## src/rtl/dram_arbiter_if.sv

```systemverilog
// Signal bundle between dram_arbiter, its CPU and VGA requesters and the DRAM controller.
// The master modport is the arbiter's view; the slave modport is the surrounding system's view.
interface dram_arbiter_if;
    logic        cpu_req;
    logic [15:0] cpu_addr;
    logic        cpu_write_en;
    logic [15:0] cpu_data_in;
    logic        cpu_ack;
    logic [15:0] cpu_read_data;

    logic        vga_req;
    logic [8:0]  vga_y_val;
    logic [4:0]  vga_x_group;
    logic        vga_ack;

    logic        dram_refresh_data;
    logic [24:0] dram_addr;
    logic        dram_write_en;
    logic        dram_burst_en;
    logic [15:0] dram_data_in;
    logic [15:0] dram_read_data;
    logic        dram_data_ready;

    logic        timeout_err;

    modport master (
        input  cpu_req, cpu_addr, cpu_write_en, cpu_data_in,
        input  vga_req, vga_y_val, vga_x_group,
        input  dram_read_data, dram_data_ready,
        output cpu_ack, cpu_read_data, vga_ack,
        output dram_refresh_data, dram_addr, dram_write_en, dram_burst_en, dram_data_in,
        output timeout_err
    );

    modport slave (
        output cpu_req, cpu_addr, cpu_write_en, cpu_data_in,
        output vga_req, vga_y_val, vga_x_group,
        output dram_read_data, dram_data_ready,
        input  cpu_ack, cpu_read_data, vga_ack,
        input  dram_refresh_data, dram_addr, dram_write_en, dram_burst_en, dram_data_in,
        input  timeout_err
    );
endinterface

```

## src/rtl/dram_arbiter.sv

```systemverilog
// Two-way arbiter (CPU word port, VGA line burst) in front of a single DRAM controller port.
// One transaction in flight at a time, alternating grants under contention, watchdog per transaction.
module dram_arbiter #(
    parameter int TIMEOUT = 63
) (
    input  logic           clk,
    input  logic           rst,
    dram_arbiter_if.master bus
);

    localparam logic [1:0] ST_IDLE  = 2'd0;
    localparam logic [1:0] ST_ISSUE = 2'd1;
    localparam logic [1:0] ST_WAIT  = 2'd2;
    localparam logic [1:0] ST_DONE  = 2'd3;

    localparam logic [5:0] TIMEOUT_C = 6'(TIMEOUT);

    logic [1:0] state_r;
    logic [5:0] wait_count_r;
    logic       last_grant_vga_r;
    logic       grant_vga_r;

    logic       grant_valid_s;
    logic       grant_vga_s;

    // Grant selection: a lone requester wins, a tie goes to whoever was not served last.
    always_comb begin
        grant_valid_s = bus.cpu_req | bus.vga_req;
        if (bus.cpu_req && bus.vga_req) begin
            grant_vga_s = ~last_grant_vga_r;
        end else if (bus.vga_req) begin
            grant_vga_s = 1'b1;
        end else begin
            grant_vga_s = 1'b0;
        end
    end

    // Transaction sequencer and all registered outputs.
    always_ff @(posedge clk) begin
        if (rst) begin
            state_r               <= ST_IDLE;
            wait_count_r          <= 6'd0;
            last_grant_vga_r      <= 1'b1;
            grant_vga_r           <= 1'b0;
            bus.cpu_ack           <= 1'b0;
            bus.vga_ack           <= 1'b0;
            bus.cpu_read_data     <= 16'h0000;
            bus.dram_refresh_data <= 1'b0;
            bus.dram_addr         <= 25'd0;
            bus.dram_write_en     <= 1'b0;
            bus.dram_burst_en     <= 1'b0;
            bus.dram_data_in      <= 16'h0000;
            bus.timeout_err       <= 1'b0;
        end else begin
            case (state_r)
                ST_IDLE: begin
                    if (grant_valid_s) begin
                        state_r               <= ST_ISSUE;
                        grant_vga_r           <= grant_vga_s;
                        bus.dram_refresh_data <= 1'b1;
                        if (grant_vga_s) begin
                            // Line buffer region: bit 19 set, row, column group, 32-word aligned.
                            bus.dram_addr     <= {6'b000001, bus.vga_y_val, bus.vga_x_group, 5'b00000};
                            bus.dram_write_en <= 1'b0;
                            bus.dram_burst_en <= 1'b1;
                        end else begin
                            bus.dram_addr     <= {9'b000000000, bus.cpu_addr};
                            bus.dram_write_en <= bus.cpu_write_en;
                            bus.dram_burst_en <= 1'b0;
                            bus.dram_data_in  <= bus.cpu_data_in;
                        end
                    end
                end
                ST_ISSUE: begin
                    // Ready seen here belongs to no request of ours, so it is ignored.
                    bus.dram_refresh_data <= 1'b0;
                    wait_count_r          <= 6'd0;
                    state_r               <= ST_WAIT;
                end
                ST_WAIT: begin
                    if (bus.dram_data_ready || (wait_count_r == TIMEOUT_C)) begin
                        state_r <= ST_DONE;
                        if (!bus.dram_data_ready) begin
                            bus.timeout_err <= 1'b1;
                        end
                        if (grant_vga_r) begin
                            bus.vga_ack <= 1'b1;
                        end else begin
                            bus.cpu_ack <= 1'b1;
                            if (!bus.dram_write_en) begin
                                bus.cpu_read_data <= bus.dram_data_ready ? bus.dram_read_data : 16'hFFFF;
                            end
                        end
                    end else begin
                        wait_count_r <= wait_count_r + 6'd1;
                    end
                end
                ST_DONE: begin
                    bus.cpu_ack      <= 1'b0;
                    bus.vga_ack      <= 1'b0;
                    last_grant_vga_r <= grant_vga_r;
                    state_r          <= ST_IDLE;
                end
                default: begin
                    state_r <= ST_IDLE;
                end
            endcase
        end
    end

endmodule

```

## src/flat_wrapper.sv

```systemverilog
// flat-port wrapper written by rule: the top's interface ports become plain ports
module dram_arbiter_flat 
#(
    parameter int TIMEOUT = 63
)
  (clk, rst, bus_cpu_req, bus_cpu_addr, bus_cpu_write_en, bus_cpu_data_in, bus_vga_req, bus_vga_y_val, bus_vga_x_group, bus_dram_read_data, bus_dram_data_ready, bus_cpu_ack, bus_cpu_read_data, bus_vga_ack, bus_dram_refresh_data, bus_dram_addr, bus_dram_write_en, bus_dram_burst_en, bus_dram_data_in, bus_timeout_err);
  dram_arbiter_if bus_i ();
  input  logic clk;
  input  logic rst;
  input wire logic [$bits(bus_i.cpu_req)-1:0] bus_cpu_req;
  input wire logic [$bits(bus_i.cpu_addr)-1:0] bus_cpu_addr;
  input wire logic [$bits(bus_i.cpu_write_en)-1:0] bus_cpu_write_en;
  input wire logic [$bits(bus_i.cpu_data_in)-1:0] bus_cpu_data_in;
  input wire logic [$bits(bus_i.vga_req)-1:0] bus_vga_req;
  input wire logic [$bits(bus_i.vga_y_val)-1:0] bus_vga_y_val;
  input wire logic [$bits(bus_i.vga_x_group)-1:0] bus_vga_x_group;
  input wire logic [$bits(bus_i.dram_read_data)-1:0] bus_dram_read_data;
  input wire logic [$bits(bus_i.dram_data_ready)-1:0] bus_dram_data_ready;
  output wire logic [$bits(bus_i.cpu_ack)-1:0] bus_cpu_ack;
  output wire logic [$bits(bus_i.cpu_read_data)-1:0] bus_cpu_read_data;
  output wire logic [$bits(bus_i.vga_ack)-1:0] bus_vga_ack;
  output wire logic [$bits(bus_i.dram_refresh_data)-1:0] bus_dram_refresh_data;
  output wire logic [$bits(bus_i.dram_addr)-1:0] bus_dram_addr;
  output wire logic [$bits(bus_i.dram_write_en)-1:0] bus_dram_write_en;
  output wire logic [$bits(bus_i.dram_burst_en)-1:0] bus_dram_burst_en;
  output wire logic [$bits(bus_i.dram_data_in)-1:0] bus_dram_data_in;
  output wire logic [$bits(bus_i.timeout_err)-1:0] bus_timeout_err;
  assign bus_i.cpu_req = bus_cpu_req;
  assign bus_i.cpu_addr = bus_cpu_addr;
  assign bus_i.cpu_write_en = bus_cpu_write_en;
  assign bus_i.cpu_data_in = bus_cpu_data_in;
  assign bus_i.vga_req = bus_vga_req;
  assign bus_i.vga_y_val = bus_vga_y_val;
  assign bus_i.vga_x_group = bus_vga_x_group;
  assign bus_i.dram_read_data = bus_dram_read_data;
  assign bus_i.dram_data_ready = bus_dram_data_ready;
  assign bus_cpu_ack = bus_i.cpu_ack;
  assign bus_cpu_read_data = bus_i.cpu_read_data;
  assign bus_vga_ack = bus_i.vga_ack;
  assign bus_dram_refresh_data = bus_i.dram_refresh_data;
  assign bus_dram_addr = bus_i.dram_addr;
  assign bus_dram_write_en = bus_i.dram_write_en;
  assign bus_dram_burst_en = bus_i.dram_burst_en;
  assign bus_dram_data_in = bus_i.dram_data_in;
  assign bus_timeout_err = bus_i.timeout_err;
  dram_arbiter #(.TIMEOUT(TIMEOUT)) u_core (.clk(clk), .rst(rst), .bus(bus_i));
endmodule
```

## config.mk

```make
export PLATFORM = sky130hd
export DESIGN_NAME = dram_arbiter_flat
export DESIGN_NICKNAME = d
export VERILOG_FILES = /design/src/rtl/dram_arbiter_if.sv /design/src/rtl/dram_arbiter.sv /design/src/flat_wrapper.sv
export SDC_FILE = /design/constraint.sdc
export NUM_CORES = 1
export LEC_CHECK = 0
export ABC_AREA = 1
export CORE_ASPECT_RATIO = 0.6
export CORE_UTILIZATION = 41
export CTS_CLUSTER_DIAMETER = 200
export DETAILED_ROUTE_END_ITERATION = 6
export PLACE_DENSITY = 0.8
export SLEW_MARGIN = 15
export SYNTH_ARGS = -nofsm -noshare
export SYNTH_HDL_FRONTEND = slang
export SYNTH_SLANG_ARGS = --single-unit
```

## constraint.sdc

```tcl
create_clock -name clk -period 1.7 [get_ports clk]
set_input_delay 0.34 -clock clk [delete_from_list [all_inputs] [get_ports clk]]
set_output_delay 0.34 -clock clk [all_outputs]
set_load 0.02 [all_outputs]
```

==> flow_summary.yaml <==
status:
  status: "finished clean"
setup_path:
  crit_type: "reg2out"
  endpoint_kind: "output pin"
  critical_path_peak_fanout: 2
  start_kind: "flop"
  cpMaxStageDelayCell: "clkdlybuf4s50_1"
  cp.required_ns: 1.36
  critical_path.cell_chain: "clkdlybuf4s50_1"
  cp.arrival_ns: 1.30
  max_stage_delay_ns: 0.64
  crit_family: "buffers and inverters"
  crit_buf_inv: 1
sta:
  finalMaxSlewViolations: 0
  rsz0062_at_grt: "no"
  min_period_over_period: 0.9618
  finalWorstSetupSlack_ns: 0.06491
  fin_worst_skew_ns: 0.005663
  finalHoldViolations: 0
  fin_crit_ns: 1.635
  setup_viol: 0
  fmax_mhz: 611.6
routing:
  via_per_inst: 4.791
  detail-route-antenna-nets: 0
  wl_mm: 7.833
  wl_per_cell_um: 13.12
  drc: 0
  dr_total_vias: 2860
  dr.pass1.iters: 4
  drtIter0Drc: 98
clock_tree:
  cts-root-buf: "clkbuf_16"
  numCtsBuffers: 9
  cts.path.max_buffers: 2
  cts_tree: "yes"
  postCtsHoldBufs: 0
  cts.sinks: 66
  clock_latency_ns: 0.33
  clk_pin_slew_ns: 0.05
  cts-htree-levels: 3
global_routing:
  globalRouteOverflowTotal: 0
  track_usage: 0.2280
  antenna_found_initial: 0
  busiest_layer: "met2"
  grt_max_degree: 40
  met1_usage: 0.2619
  met2_usage: 0.3742
  grt.met3_usage: 0.1202
  grt_pass1_vias: 2795
  grt_pass1_wl_mm: 12.56
floorplanning:
  fp.dieArea_um2: 7172
  core_region_area_um2: 6359
  fp.dieW_um: 108.7
  rows: 22
  fp.dieH_um: 66
  ioPinCount: 131
  start_util: 0.4402
synth:
  avgSynthCellArea_um2: 7.444
  synth_top_family_by_area: "simple AND/OR/NAND/NOR gates"
  syn_area_um2: 2799
  synthCells: 376
  synth_compound_area_frac: 0.1359
  synthMuxAreaShare: 0
  synthXorXnorAreaFrac: 0
  ys_warn_count: 0
  synthSimpleGateAreaFrac: 0.2906
  ys_ff_latch: 66
  synth_cell_types: 33
  ys_seq_area_frac: 0.4721
  yosys.area_share.adder: 0.02682
placement:
  gp_congestion: 0.8154
  hpwlAfterDp_mm: 5.682
  placedInstanceArea_um2: 4179
  numPortBuffers: 125
  post-place-ws_ns: -0.06901
hold_path:
  min_path_type: "reg2reg"
final_layout:
  drive_gt1_frac: 0.1228
  mostFrequentLayoutCell: "clkdlybuf4s50_1"
  final_cell_mix: "122 x clkdlybuf4s50_1, 81 x nand2_1, 73 x nor2_1"
  diodes: 0
  fin_nets: 582
  area_delta_synth_final_pct: 59.77
  stdcell_area_um2: 4472
flow_run:
  maxCapViolations: 0
pwr:
  ir_drop_mv: 0.9012
  power_density_nw_per_um2: 1382
  p_leak_nw: 1.812
final cells by class:
| type | count | area [µm²] |
|---|---|---|
| Multi-Input combinational cell | 272 | 1305 |
| Clock buffer | 13 | 250.2 |
| Timing Repair Buffer | 141 | 1404 |
| Sequential cell | 66 | 1324 |
| Inverter | 18 | 68.82 |
| Tap cell | 84 | 105.1 |
| Clock inverter | 3 | 15.01 |
| Fill cell | 536 | 1887 |
cell families after synthesis:
group	after synthesis
flops	66
other cells	1
compound gates	69
buf+inv	42
fa+ha+maj	6
simple gates	192
worst paths after layout:
check,startpoint,end,slack (ns),depth (start not counted)
max,u_core.bus.dram_data_in[12]$_SDFFE_PP0P_,bus_dram_data_in[12],0.06,1
max reg2reg,u_core.wait_count_r[0]$_SDFFE_PP0P_,u_core.bus.cpu_read_data[3]$_SDFFE_PP0P_,0.16,9
min,u_core.bus.dram_addr[0]$_SDFFE_PP0P_,u_core.bus.dram_addr[0]$_SDFFE_PP0P_,0.46,2
min reg2reg,u_core.bus.dram_addr[0]$_SDFFE_PP0P_,u_core.bus.dram_addr[0]$_SDFFE_PP0P_,0.46,2
state kept, by name, indices dropped and copies added, names as in the netlist:
name                          count
u_core.last_grant_vga_r           1
u_core.bus.cpu_read_data         16
u_core.bus.dram_data_in          16
u_core.bus.cpu_ack                1
u_core.bus.vga_ack                1
u_core.bus.dram_addr             20
u_core.bus.dram_write_en          1
u_core.bus.timeout_err            1
u_core.bus.dram_refresh_data      1
u_core.state_r                    2
u_core.wait_count_r               6
routing by layer:
layer / vias up / wire (µm)
met5: - / 0
met4: 0 / 74
met3: 8 / 748
met2: 95 / 3581
met1: 1296 / 3428
li1: 1461 / -
cells in the mapped netlist:
cell       n  share of area
o21a_1     1         0.0027
a221oi_1   1         0.0031
nor2_2     2         0.0045
nor3b_1    1         0.0027
o21ai_2    1         0.0031
nor2_1    74          0.099
dfxtp_1   66           0.47
a21oi_2    1         0.0031
o21ai_0   31          0.055
nand4_1    2         0.0045
clkinv_2   1         0.0018
nand2_2    2         0.0045
inv_1     16          0.021
inv_2      1         0.0013
o21ai_1    2         0.0036
nand2_1   82           0.11
a211oi_1   1         0.0027
a31oi_1   11          0.025
a21oi_1   18          0.032
nand3_2    1         0.0036
o211ai_1   1         0.0027
clkbuf_1   8          0.011
conb_1     1         0.0013
nor3_1     1         0.0018
o21bai_1   1         0.0027
nand2_4    2         0.0080
buf_4      8          0.021
clkbuf_2   1         0.0018
nand3_1    9          0.016
buf_2      6          0.011
or2_2     16          0.036
buf_6      1         0.0040
ha_1       6          0.027
stage by stage:
step                hold WS (ns)    util  std cells  setup TNS [ns]  total power, W
detailed placement        0.4559  0.6572        581         -0.5079        0.004533
floorplan                 0.4459       -        380               0        0.003419
global placement          0.4489  0.6572        581               0        0.004464
global route              0.4875  0.7033        597               0        0.006545
finish                    0.4605  0.7033        597               0        0.006181
CTS                       0.4640  0.6989        597               0        0.006206
where the power goes:
part | switching, W | total (W) | internal (W)
Sequential | 0.000204 | 0.00210 | 0.00190
Combinational | 0.00135 | 0.00244 | 0.00109
Clock | 0.000625 | 0.00164 | 0.00102
worst min-delay path: stages (launching register included):
cell and delay [ns]:
dfxtp_1 0.30, nand2_1 0.06, a21oi_1 0.05
repair_timing:
action / in CTS / in global routing
setup buffers: 0 / 0
gates resized for setup: 0 / 11
endpoints found under the setup margin: 0 / 39
hold endpoints to repair: 0 / 0
(Power assumes the default switching activity.)
